**config.mk**
```make
export PLATFORM = sky130hd
export DESIGN_NAME = adc_multi_readout_flat
export DESIGN_NICKNAME = d
export VERILOG_FILES = /design/src/rtl/adc_multi_readout_if.sv /design/src/rtl/adc_multi_readout.sv /design/src/flat_wrapper.sv
export SDC_FILE = /design/constraint.sdc
export NUM_CORES = 1
export LEC_CHECK = 0
export CAP_MARGIN = 10
export CORE_MARGIN = 2
export CORE_UTILIZATION = 55
export CTS_CLUSTER_SIZE = 28
export DETAILED_ROUTE_END_ITERATION = 10
export HOLD_SLACK_MARGIN = 0.15
export PLACE_DENSITY = 0.84
export SLEW_MARGIN = 20
export SYNTH_ARGS = -nofsm -noshare
export SYNTH_HDL_FRONTEND = slang
export SYNTH_SLANG_ARGS = --single-unit
```
**constraint.sdc**
```tcl
create_clock -name clk -period 3.8 [get_ports clk]
set_input_delay 0.38 -clock clk [delete_from_list [all_inputs] [get_ports clk]]
set_output_delay 0.38 -clock clk [all_outputs]
set_load 0.03 [all_outputs]
```
**src/rtl/adc_multi_readout_if.sv**
```systemverilog
// Sample stream leaving the readout FIFO: {channel tag, sample} with valid/ready handshake.
interface adc_multi_readout_if #(
    parameter int DATA_W = 18
);
    logic [4+DATA_W-1:0] dout;
    logic                dvalid;
    logic                dready;

    modport master (output dout, output dvalid, input dready);
    modport slave  (input dout, input dvalid, output dready);
endinterface

```
**src/rtl/adc_multi_readout.sv**
```systemverilog
// Multi-channel AD7643-class readout: shared CNVST/CS/SCLK, parallel serial capture,
// per-frame all-or-nothing commit into a first-word-fall-through FIFO.
module adc_multi_readout #(
    parameter int NCH        = 2,
    parameter int DATA_W     = 18,
    parameter int SCLK_HALF  = 3,
    parameter int CNV_LOW    = 5,
    parameter int BUSY_TO    = 255,
    parameter int FIFO_DEPTH = 16
) (
    input  logic                   clk,
    input  logic                   rst,
    input  logic                   start_i,
    input  logic                   run_i,
    input  logic [15:0]            period_i,
    output logic                   adcnvst_o,
    output logic                   adcs_o,
    output logic                   adsclk_o,
    input  logic [NCH-1:0]         adbusy_i,
    input  logic [NCH-1:0]         adsdout_i,
    adc_multi_readout_if.master    m_if,
    output logic                   overflow_o,
    output logic                   timeout_o,
    output logic [15:0]            frames_o
);
    localparam int CW = $clog2(FIFO_DEPTH + 1);
    localparam int PW = $clog2(FIFO_DEPTH);
    localparam int HW = $clog2(SCLK_HALF + 1);
    localparam int BW = $clog2(DATA_W + 1);
    localparam int WW = 4 + DATA_W;

    typedef enum logic [2:0] {S_IDLE, S_CONV, S_WAITB, S_SHIFT, S_PUSH, S_HOLD} state_t;

    state_t          state_q, state_d;
    logic [15:0]     tmr_q, tmr_d;
    logic [15:0]     per_q, per_d;
    logic [HW-1:0]   hc_q, hc_d;
    logic            ph_q, ph_d;
    logic [BW-1:0]   bc_q, bc_d;
    logic [3:0]      idx_q, idx_d;
    logic            ovf_q, ovf_d;
    logic            to_q, to_d;
    logic [15:0]     frames_q, frames_d;

    logic [DATA_W-1:0] sr_q [NCH];
    logic [WW-1:0]     mem [FIFO_DEPTH];
    logic [PW-1:0]     wr_ptr_q, rd_ptr_q;
    logic [CW-1:0]     cnt_q;

    logic              shift_en, fifo_wr, fifo_rd, space_ok, hold_done;
    logic [DATA_W-1:0] wr_sample;
    logic [WW-1:0]     wr_data;

    // A same-cycle pop is deliberately ignored here, so the frame either fits entirely or not at all.
    assign space_ok  = cnt_q <= CW'(FIFO_DEPTH - NCH);
    assign hold_done = ({1'b0, per_q} + 17'd1) >= {1'b0, period_i};
    assign fifo_rd   = (cnt_q != '0) && m_if.dready;

    always_comb begin
        wr_sample = '0;
        for (int i = 0; i < NCH; i++) begin
            if (idx_q == 4'(i)) wr_sample = sr_q[i];
        end
    end
    assign wr_data = {idx_q, wr_sample};

    always_comb begin
        state_d  = state_q;
        tmr_d    = tmr_q + 16'd1;
        per_d    = (per_q == 16'hFFFF) ? per_q : per_q + 16'd1;
        hc_d     = hc_q;
        ph_d     = ph_q;
        bc_d     = bc_q;
        idx_d    = idx_q;
        ovf_d    = ovf_q;
        to_d     = to_q;
        frames_d = frames_q;
        shift_en = 1'b0;
        fifo_wr  = 1'b0;
        case (state_q)
            S_IDLE: begin
                if (start_i || run_i) begin
                    state_d = S_CONV;
                    tmr_d   = '0;
                    per_d   = '0;
                end
            end
            S_CONV: begin
                if (tmr_q == 16'(CNV_LOW - 1)) begin
                    state_d = S_WAITB;
                    tmr_d   = '0;
                end
            end
            S_WAITB: begin
                // BUSY is ignored for two cycles so a slow rising edge is not mistaken for done.
                if (tmr_q >= 16'd2 && adbusy_i == '0) begin
                    state_d = S_SHIFT;
                    hc_d    = '0;
                    ph_d    = 1'b1;
                    bc_d    = '0;
                end else if (tmr_q == 16'(BUSY_TO - 1)) begin
                    to_d    = 1'b1;
                    state_d = S_HOLD;
                end
            end
            S_SHIFT: begin
                if (hc_q == HW'(SCLK_HALF - 1)) begin
                    hc_d = '0;
                    ph_d = !ph_q;
                    if (ph_q) begin
                        shift_en = 1'b1;
                    end else if (bc_q == BW'(DATA_W - 1)) begin
                        state_d = S_PUSH;
                        idx_d   = '0;
                    end else begin
                        bc_d = bc_q + BW'(1);
                    end
                end else begin
                    hc_d = hc_q + HW'(1);
                end
            end
            S_PUSH: begin
                if (idx_q == 4'd0 && !space_ok) begin
                    ovf_d   = 1'b1;
                    state_d = S_HOLD;
                end else begin
                    fifo_wr = 1'b1;
                    if (idx_q == 4'(NCH - 1)) begin
                        frames_d = frames_q + 16'd1;
                        state_d  = S_HOLD;
                    end else begin
                        idx_d = idx_q + 4'd1;
                    end
                end
            end
            S_HOLD: begin
                if (hold_done) begin
                    if (run_i) begin
                        state_d = S_CONV;
                        tmr_d   = '0;
                        per_d   = '0;
                    end else begin
                        state_d = S_IDLE;
                    end
                end
            end
            default: state_d = S_IDLE;
        endcase
    end

    always_ff @(posedge clk) begin
        if (rst) begin
            state_q  <= S_IDLE;
            tmr_q    <= '0;
            per_q    <= '0;
            hc_q     <= '0;
            ph_q     <= 1'b0;
            bc_q     <= '0;
            idx_q    <= '0;
            ovf_q    <= 1'b0;
            to_q     <= 1'b0;
            frames_q <= '0;
        end else begin
            state_q  <= state_d;
            tmr_q    <= tmr_d;
            per_q    <= per_d;
            hc_q     <= hc_d;
            ph_q     <= ph_d;
            bc_q     <= bc_d;
            idx_q    <= idx_d;
            ovf_q    <= ovf_d;
            to_q     <= to_d;
            frames_q <= frames_d;
        end
    end

    for (genvar gi = 0; gi < NCH; gi++) begin : g_sr
        always_ff @(posedge clk) begin
            if (rst) begin
                sr_q[gi] <= '0;
            end else if (shift_en) begin
                sr_q[gi] <= {sr_q[gi][DATA_W-2:0], adsdout_i[gi]};
            end
        end
    end

    always_ff @(posedge clk) begin
        if (fifo_wr) mem[wr_ptr_q] <= wr_data;
    end

    always_ff @(posedge clk) begin
        if (rst) begin
            wr_ptr_q <= '0;
            rd_ptr_q <= '0;
            cnt_q    <= '0;
        end else begin
            if (fifo_wr) wr_ptr_q <= wr_ptr_q + PW'(1);
            if (fifo_rd) rd_ptr_q <= rd_ptr_q + PW'(1);
            case ({fifo_wr, fifo_rd})
                2'b10:   cnt_q <= cnt_q + CW'(1);
                2'b01:   cnt_q <= cnt_q - CW'(1);
                default: cnt_q <= cnt_q;
            endcase
        end
    end

    assign m_if.dvalid = cnt_q != '0;
    assign m_if.dout   = (cnt_q != '0) ? mem[rd_ptr_q] : '0;

    assign adcnvst_o  = state_q != S_CONV;
    assign adcs_o     = state_q != S_SHIFT;
    assign adsclk_o   = (state_q == S_SHIFT) && ph_q;
    assign overflow_o = ovf_q;
    assign timeout_o  = to_q;
    assign frames_o   = frames_q;
endmodule

```
**src/flat_wrapper.sv**
```systemverilog
// flat-port wrapper written by rule: the top's interface ports become plain ports
module adc_multi_readout_flat 
#(
    parameter int NCH        = 2,
    parameter int DATA_W     = 18,
    parameter int SCLK_HALF  = 3,
    parameter int CNV_LOW    = 5,
    parameter int BUSY_TO    = 255,
    parameter int FIFO_DEPTH = 16
)
  (clk, rst, start_i, run_i, period_i, adcnvst_o, adcs_o, adsclk_o, adbusy_i, adsdout_i, overflow_o, timeout_o, frames_o, m_if_dout, m_if_dvalid, m_if_dready);
  adc_multi_readout_if #(.DATA_W(DATA_W)) m_if_i ();
  input  logic clk;
  input  logic rst;
  input  logic start_i;
  input  logic run_i;
  input  logic [15:0] period_i;
  output logic adcnvst_o;
  output logic adcs_o;
  output logic adsclk_o;
  input  logic [NCH-1:0] adbusy_i;
  input  logic [NCH-1:0] adsdout_i;
  output logic overflow_o;
  output logic timeout_o;
  output logic [15:0] frames_o;
  output wire logic [$bits(m_if_i.dout)-1:0] m_if_dout;
  output wire logic [$bits(m_if_i.dvalid)-1:0] m_if_dvalid;
  input wire logic [$bits(m_if_i.dready)-1:0] m_if_dready;
  assign m_if_dout = m_if_i.dout;
  assign m_if_dvalid = m_if_i.dvalid;
  assign m_if_i.dready = m_if_dready;
  adc_multi_readout #(.NCH(NCH), .DATA_W(DATA_W), .SCLK_HALF(SCLK_HALF), .CNV_LOW(CNV_LOW), .BUSY_TO(BUSY_TO), .FIFO_DEPTH(FIFO_DEPTH)) u_core (.clk(clk), .rst(rst), .start_i(start_i), .run_i(run_i), .period_i(period_i), .adcnvst_o(adcnvst_o), .adcs_o(adcs_o), .adsclk_o(adsclk_o), .adbusy_i(adbusy_i), .adsdout_i(adsdout_i), .m_if(m_if_i), .overflow_o(overflow_o), .timeout_o(timeout_o), .frames_o(frames_o));
endmodule
```
* After elaboration in Yosys (flattened, before gate mapping)
Memory sizes are Yosys's and may differ from the RTL's. A register that Yosys moved wholly into a read port is not among the register bits.
Cells that the tools add are included.
Widths: inputs -> output; s select.
** Cells by class
- Add/sub/neg operators :: 11
- Reduce and logical (&&, ||, !) cells :: 22
- Divide/modulo/power cells :: 0
- Bitwise operators :: 4
- Magnitude comparators :: 3
- Muxes and demuxes :: 59
- Equality and inequality tests :: 27
- Multiply operators :: 0
- Shift-type cells :: 0
** Operators with widths (count)
- $mux 16 :: 8
- $mux 18 :: 4
- $add 16x1->16 const B :: 3
- $pmux 16 s3 :: 1
- $pmux 16 s2 :: 1
- $mux 3 :: 10
- $mux 4 :: 7
- $mux 22 :: 1
- $mux 5 :: 4
- $pmux 5 s2 :: 2
- $pmux 3 s6 :: 1
- $add 16x1->17 const B :: 1
- $ge 17x16->1 :: 1
- $eq 16x16->1 const B :: 1
- $eq 16x3->1 const B :: 1
- $eq 16x8->1 const B :: 1
- $ge 16x2->1 const B :: 1
- $mux 1 :: 15
- $add 4x1->4 const B :: 3
- $ne 2x1->1 const B :: 6
- $add 5x1->5 const B :: 2
- $ne 3x1->1 const B :: 3
- $reduce_and 3->1 :: 3
- $ne 2x2->1 const B :: 4
- other kinds (29) :: 42
** Word-level totals
- Memory bits (writable) :: 388
- Register bits after elaboration :: 78
- Output and inout port bits :: 44
- ROM bits :: 0
- Memories kept :: 2
- Word-level logic and storage cells :: 141
- Latch bits :: 0
- Input bits :: 25
** Memory list
- u_core.mem :: depth 16, width 22, read ports 1, clocked after memory_dff 1, write ports 1, RTL line adc_multi_readout.sv:46 : logic [WW-1:0] mem [FIFO_DEPTH];
- u_core.sr_q :: depth 2, width 18, read ports 2, clocked after memory_dff 0, write ports 2, RTL line adc_multi_readout.sv:45 : logic [DATA_W-1:0] sr_q [NCH];

* Logic depth before layout (Yosys ltp)
Gate-level depths: netlist of run 1.
- Depth after elaboration :: 7
- Mapped depth :: 14
- Gate-level depth less buffers :: 14

* Worst setup path after synthesis of run 1
No wires, ideal clock.
- Kind :: register -> register
- Start point :: reg u_core.idx_q[0]
- End point :: mem u_core.mem[3][0] (netlist name), enable pin
- Library setup time :: 0.429 ns
- Cell stages (with the launch flop) :: 8
- Clock period less this slack :: 3.620 ns
- Data required time :: 3.371 ns
- Data arrival time :: 3.191 ns
- Setup slack :: 0.180 ns
- Buffers on the path :: 1
- Path through :: dfxtp_1 -> inv_1 -> ha_1 -> or3b_2 -> o21a_1 -> clkbuf_1 -> nand2_1 -> nor3_1
** On the way
- Word-level cells in the longest chain between the ends :: 6
** RTL lines
- start: declaration :: RTL line adc_multi_readout.sv:40 : logic [3:0] idx_q, idx_d;
- start signal: assignment :: RTL line adc_multi_readout.sv:170 : idx_q <= idx_d;
- $logic_not 4->1 :: RTL line adc_multi_readout.sv:123 : if (idx_q == 4'd0 && !space_ok) begin
- $logic_and 1x1->1 :: RTL line adc_multi_readout.sv:123
- $mux 1 :: RTL line adc_multi_readout.sv:123
- $mux 1 :: RTL line adc_multi_readout.sv:80 : case (state_q)
- $mux 1 :: RTL line adc_multi_readout.sv:188 : if (fifo_wr) mem[wr_ptr_q] <= wr_data;
- $mux 1 (not written as such) :: RTL line adc_multi_readout.sv:188
- end: declaration :: RTL line adc_multi_readout.sv:46
No other way between the ends.

==> results of run 1 <==
==> power by group through the flow <==
stage               Combinational, µW  Clock, µW  Sequential [µW]
finish                           3100       4440             6080
global route                     3330       4660             6100
CTS                              3130       4490             6080
detailed placement               3090          0             6180
global placement                 3000          0             6170
floorplan                        2190          0             6110
==> metal layers <==
layer	part of all wire	track usage	wire length, µm	vias to the layer above
met4	0.023	0.0713	997	0
met2	0.51	0.416	21900	510
li1	-	-	-	4684
met3	0.074	0.0382	3150	80
met1	0.39	0.318	16700	5545
met5	0	0	0	-
==> per-stage QoR <==
| step | utilization | cell area [µm²] | setup WS, ns |
|---|---|---|---|
| 6_report | 0.644 | 22300 | 0.242 |
| 5_1_grt | 0.644 | 22300 | 0.0135 |
| 4_1_cts | 0.644 | 22200 | 0.180 |
| 3_5_place_dp | 0.602 | 20800 | 0.331 |
| 3_3_place_gp | 0.602 | 20800 | 0.505 |
| 2_1_floorplan | - | 19300 | 0.180 |
==> cell usage after synthesis (2+ instances only) <==
library cell	count	area, µm²
a211oi_1	6	45.0
a21o_1	4	30.0
a21oi_1	18	90.1
a22o_1	18	158
a22oi_1	3	22.5
a311oi_1	3	26.3
a31oi_1	6	37.5
and2_1	36	225
and3_1	12	75.1
and4_1	6	52.6
buf_1	4	15.0
buf_2	8	40.0
clkbuf_1	38	143
dfxtp_1	82	1640
edfxtp_1	388	11700
ha_1	35	438
inv_1	35	131
mux2i_1	2	20.0
mux4_2	110	2480
nand2_1	32	120
nand2b_1	5	31.3
nand3_1	23	115
nand4_1	15	93.8
nor2_1	120	450
nor2b_1	28	175
nor3_1	17	85.1
nor3b_1	2	15.0
nor4_1	4	25.0
nor4_4	2	42.5
o21a_1	5	37.5
o21ai_0	10	50.1
o21ai_2	2	17.5
or3b_2	2	17.5
or4_4	2	22.5
xnor2_1	22	193
xor2_1	32	280
==> flip-flops by register name, indices dropped and copies added, names as in the netlist, 2 cells and up, named ones only <==
name and count:
u_core.tmr_q 16, u_core.cnt_q 5, u_core.mem 352, u_core.rd_ptr_q 4, u_core.frames_o 16, u_core.sr_q 36, u_core.hc_q 2, u_core.per_q 16
u_core.bc_q 5, u_core.state_q 3, u_core.wr_ptr_q 4, u_core.idx_q 4
==> cell type report <==
cell class / instances / area (µm²)
Clock buffer: 55 / 1180
Clock inverter: 27 / 272
Timing Repair Buffer: 103 / 1030
Sequential cell: 470 / 13300
Inverter: 36 / 135
Multi-Input combinational cell: 603 / 5760
Fill cell: 2319 / 12300
Tap cell: 455 / 569
==> kinds of logic (layout without fill, tap and decap cells) <==
kind of cell,Yosys count,after routing,share of synthesized area
DFF,470,470,0.688
and+or+nand+nor,314,314,0.0837
muxes,112,112,0.129
buffers and inverters,88,221,0.0182
AOI/OAI and AO/OA,87,87,0.0333
xor gates and xnor gates,54,54,0.0245
adders and majority gates,36,36,0.0237
==> path summary, 6_finish.rpt <==
check | from | depth (start not counted) | to | slack [ns]
worst max register to register | u_core.per_q[0] | 12 | u_core.tmr_q[7] | 0.37
worst min-delay path | u_core.bc_q[1] | 2 | u_core.bc_q[1] | 0.50
worst max-delay path | flop | 5 | m_if_dout[1] | 0.24
worst min register to register | u_core.bc_q[1] | 2 | u_core.bc_q[1] | 0.50
==> cells in the final DEF, fill, tap and decap left out, types with 4 or more instances in the layout <==
| cell | instances |
|---|---|
| nor2_1 | 107 |
| a21o_1 | 4 |
| nor3_1 | 13 |
| o21a_1 | 5 |
| xnor2_1 | 22 |
| nor4_1 | 4 |
| a31oi_1 | 6 |
| xor2_1 | 32 |
| nand4_1 | 15 |
| clkdlybuf4s50_1 | 68 |
| nor2b_1 | 28 |
| nand2b_1 | 5 |
| clkbuf_16 | 46 |
| buf_12 | 7 |
| mux4_2 | 110 |
| and3_1 | 12 |
| bufinv_16 | 5 |
| clkbuf_1 | 9 |
| and2_1 | 36 |
| nand3_1 | 23 |
| a211oi_1 | 6 |
| nor3_2 | 5 |
| clkinv_2 | 5 |
| edfxtp_1 | 388 |
| inv_1 | 35 |
| a21oi_1 | 18 |
| and4_1 | 6 |
| a22o_1 | 18 |
| nor2_2 | 13 |
| ha_1 | 35 |
| buf_4 | 28 |
| nand2_1 | 32 |
| o21ai_0 | 10 |
| clkinv_1 | 12 |
| dfxtp_1 | 79 |
==> worst max-delay path: stages, from the launching register on <==
cell,delay [ns]
dfxtp_4,0.38
buf_12,0.34
mux4_2,0.61
mux4_2,0.51
nor2b_1,0.16
clkdlybuf4s50_1,0.63
==> repair_timing <==
| item | in CTS | in global routing |
|---|---|---|
| resized for setup | 0 | 2 |
| endpoints found under the setup margin | 0 | 23 |
| endpoints found under the hold margin | 0 | 0 |
==> flow_summary_export.csv, run 1 <==
group,metric,value,unit
run_status,status,"finished clean",
sta,finalClockSkew,0.0250,ns
clock_network,cts_buffers,46,
yosys,yosysWarnings,0,
clock_network,clk_pin_slew,0.06,ns
clock_network,clockRootBuffer,"clkbuf_16",
floorplan,initial_core_util,0.560,
clock_network,cts_tree,"yes",
power_and_ir_drop,peakVddDrop,529,µV
yosys,async_flop_share,0,
layout,n_antenna_cell,0,
sta,setup_viol_count_final,0,
drt,drcViolationCount,0,
setup_path,worstPathMaxFanout,45,
yosys,synth-seq-area-share,0.688,
layout,finalNetCount,1321,
placement,gp_congestion,0.815,
sta,tightest_slew,0.736,ns
global_routing,grt_pass1_vias,11300,
floorplan,row_count,68,
flow_run,cap_violations,0,
floorplan,die_w,191,µm
power_and_ir_drop,total_power,13600,µW
sta,maxSlewViolCount,0,
hold_path,hp-class,"reg2reg",
power_and_ir_drop,seq_power_share,0.446,
placement,io_buffers,68,
global_routing,grt_max_degree,47,
drt,drtIter0Drc,1242,
setup_path,end_kind,"output port",
floorplan,core-area,34500,µm²
setup_path,startpoint_type,"flop",
sta,hold_viol_final,0,
layout,final_cells,1749,
setup_path,arrival,3.18,ns
clock_network,cts.sinks,470,
yosys,syn_nets,1222,
yosys,syn_area_per_cell,16.7,µm²
placement,dp_cells,1667,
drt,drt_first_pass_iters,6,
power_and_ir_drop,p_per_area,612,nW/µm²
layout,area_delta_synth_final,15.1,%
sta,fin_setup_tns,0,ns
sta,fmax,281,MHz
yosys,netlist_instances,1161,
yosys,ys_seq_elements,470,
sta,min_period_over_period,0.936,
drt,wl,42.7,mm
power_and_ir_drop,leakage,0.00731,µW
drt,ant_nets,0,
sta,fin_crit,3.56,ns
clock_network,postCtsSetupBuffers,0,
power_and_ir_drop,swShare,0.278,
power_and_ir_drop,clkPwrFrac,0.326,
yosys,ys_types,60,
yosys,synth-main-ff-cell,"edfxtp_1",
layout,drive_gt1_frac,0.187,
yosys,netlist_area,19300,µm²
drt,routedWlPerCell,24.4,µm
global_routing,track_usage,0.241,
power_and_ir_drop,p_sw,3790,µW
setup_path,criticalPathCategory,"reg2out",
clock_network,cts_htree_levels,2,
floorplan,ioPinCount,69,
floorplan,dieArea,36700,µm²
global_routing,antenna_found_initial,0,
yosys,synth_edf_count,388,
clock_network,clkLatencyLatePin,0.56,ns
clock_network,cts_buffer_depth,3,
sta,slew_headroom,0.509,
global_routing,grt_pass1_wl,65.7,mm
floorplan,dieHeight,191,µm
placement,hpwl,23.5,mm
power_and_ir_drop,p_int,9840,µW
sta,rsz0062_at_grt,"false",
sta,hold_slack,0.496,ns
power_and_ir_drop,combPwrFrac,0.228,
drt,vias,10800,
drt,via_per_inst,6.19,
global_routing,grt-ovfl-total,0,
setup_path,worstPathRequired,3.42,ns
clock_network,cts_hold_buf,0,
No activity file was read; power rests on OpenSTA's default activity.
==> run 2, diff against run 1 <==
CORE_UTILIZATION = 40   (was 55)
PLACE_DENSITY = 0.66   (was 0.84)
==> flow_summary_export.csv, run 2 (synthesis results as in run 1) <==
group,metric,value,unit
setup_path,worstPathRequired,3.42,ns
setup_path,criticalPathCategory,"reg2out",
drt,vias,10400,
clock_network,cts_hold_buf,0,
layout,final_cell_mix,"388 x edfxtp_1, 110 x mux4_2, 107 x nor2_1, 79 x dfxtp_1, 67 x clkdlybuf4s50_1",
global_routing,grt-ovfl-total,0,
setup_path,end_kind,"output port",
clock_network,cts_buffers,48,
clock_network,clockRootBuffer,"clkbuf_16",
drt,drtIter0Drc,868,
clock_network,cts_htree_levels,2,
setup_path,arrival,3.19,ns
power_and_ir_drop,total_power,14200,µW
placement,gp_congestion,0.738,
sta,setup_viol_count_final,0,
floorplan,die_w,224,µm
sta,min_period_over_period,0.938,
layout,fin_util,0.478,
power_and_ir_drop,leakage,0.00751,µW
global_routing,antenna_found_initial,1,
clock_network,clk_pin_slew,0.06,ns
layout,largest_register,"u_core.mem",
power_and_ir_drop,peakVddDrop,350,µV
placement,post-place-ws,0.230,ns
clock_network,cts_buffer_depth,3,
drt,ant_nets,0,
sta,slew_headroom,0.492,
sta,tightest_slew,0.761,ns
placement,io_buffers,68,
layout,finalNetCount,1338,
layout,largest_reg_flops,352,
floorplan,dieArea,50100,µm²
drt,wl,39.7,mm
clock_network,clkLatencyLatePin,0.59,ns
drt,routedWlPerCell,20.6,µm
global_routing,grt_pass1_vias,10700,
layout,largestRegisters,"u_core.mem: 352 flops, u_core.sr_q: 36 flops",
floorplan,ioPinCount,69,
sta,finalClockSkew,0.0154,ns
floorplan,row_count,80,
global_routing,grt_pass1_wl,62.5,mm
layout,drive_gt1_frac,0.200,
sta,maxSlewViolCount,0,
run_status,status,"finished clean",
floorplan,core-area,47700,µm²
sta,fmax,280,MHz
layout,fin_area,22800,µm²
flow_run,cap_violations,0,
floorplan,initial_core_util,0.405,
clock_network,cts.sinks,470,
sta,fin_setup_tns,0,ns
drt,drcViolationCount,0,
layout,final_common_cell,"edfxtp_1",
setup_path,worstPathMaxFanout,16,
placement,placed_area,21000,µm²
drt,via_per_inst,5.40,
global_routing,grt_max_degree,47,
sta,fin_crit,3.57,ns
drt,drt_first_pass_iters,5,
floorplan,dieHeight,224,µm
layout,n_antenna_cell,0,
global_routing,track_usage,0.163,
sta,hold_viol_final,0,
setup_path,startpoint_type,"flop",
hold_path,hp-class,"in2reg",
clock_network,cts_tree,"yes",
layout,area_delta_synth_final,18.1,%
sta,rsz0062_at_grt,"false",
placement,hpwl,23.2,mm
sta,setup_slack,0.234,ns
power_and_ir_drop,p_per_area,623,nW/µm²
[run 2: report_power, final]
part	switching (µW)	internal, µW
Sequential	174	5940
Combinational	1690	1440
Clock	1970	3020
Total	3830	10400
[run 2: cell type report]
cell class | count | area [µm²]
fillers | 3961 | 24900
clock buffers | 63 | 1290
clock inverters | 27 | 385
inverters | 36 | 135
repair buffers | 118 | 1200
well taps | 615 | 769
multi-input cells | 603 | 5760
flip-flops and latches | 470 | 13300
[run 2: worst max-delay path: stages (launching register included)]
cell and delay, ns:
dfxtp_4 0.45, buf_4 0.16, buf_12 0.17, mux4_2 0.53
mux4_2 0.52, nor2b_1 0.16, clkdlybuf4s50_1 0.60
[run 2: repair_timing]
item	CTS	global route
buffers inserted	0	11
gates resized for setup	0	1
setup endpoints to repair	0	10
endpoints found under the hold margin	0	0
[run 2: worst paths after layout]
kind                                 startpoint                to  slack (ns)  depth (start not counted)
worst max register to register  u_core.per_q[0]   u_core.tmr_q[9]        0.42                         12
worst min-delay path                        rst  u_core.per_q[15]        0.35                          4
worst min register to register  u_core.tmr_q[0]   u_core.tmr_q[0]        0.50                          1
worst max-delay path                       flop      m_if_dout[1]        0.23                          6
[run 2: per-stage QoR]
stage	hold WS, ns	instances
2_1_floorplan	0.452	1161
3_3_place_gp	0.474	1831
3_5_place_dp	0.490	1831
4_1_cts	0.334	1921
5_1_grt	0.365	1932
6_report	0.349	1932
[run 2: metal layers]
| metal | share of wire | vias to the layer above | global-route usage | routed length [µm] |
|---|---|---|---|---|
| met4 | 0.022 | 0 | 0.0482 | 865 |
| met2 | 0.49 | 260 | 0.268 | 19400 |
| met1 | 0.44 | 5380 | 0.226 | 17300 |
| met3 | 0.054 | 59 | 0.0279 | 2130 |
| met5 | 0 | - | 0 | 0 |
| li1 | - | 4727 | - | - |
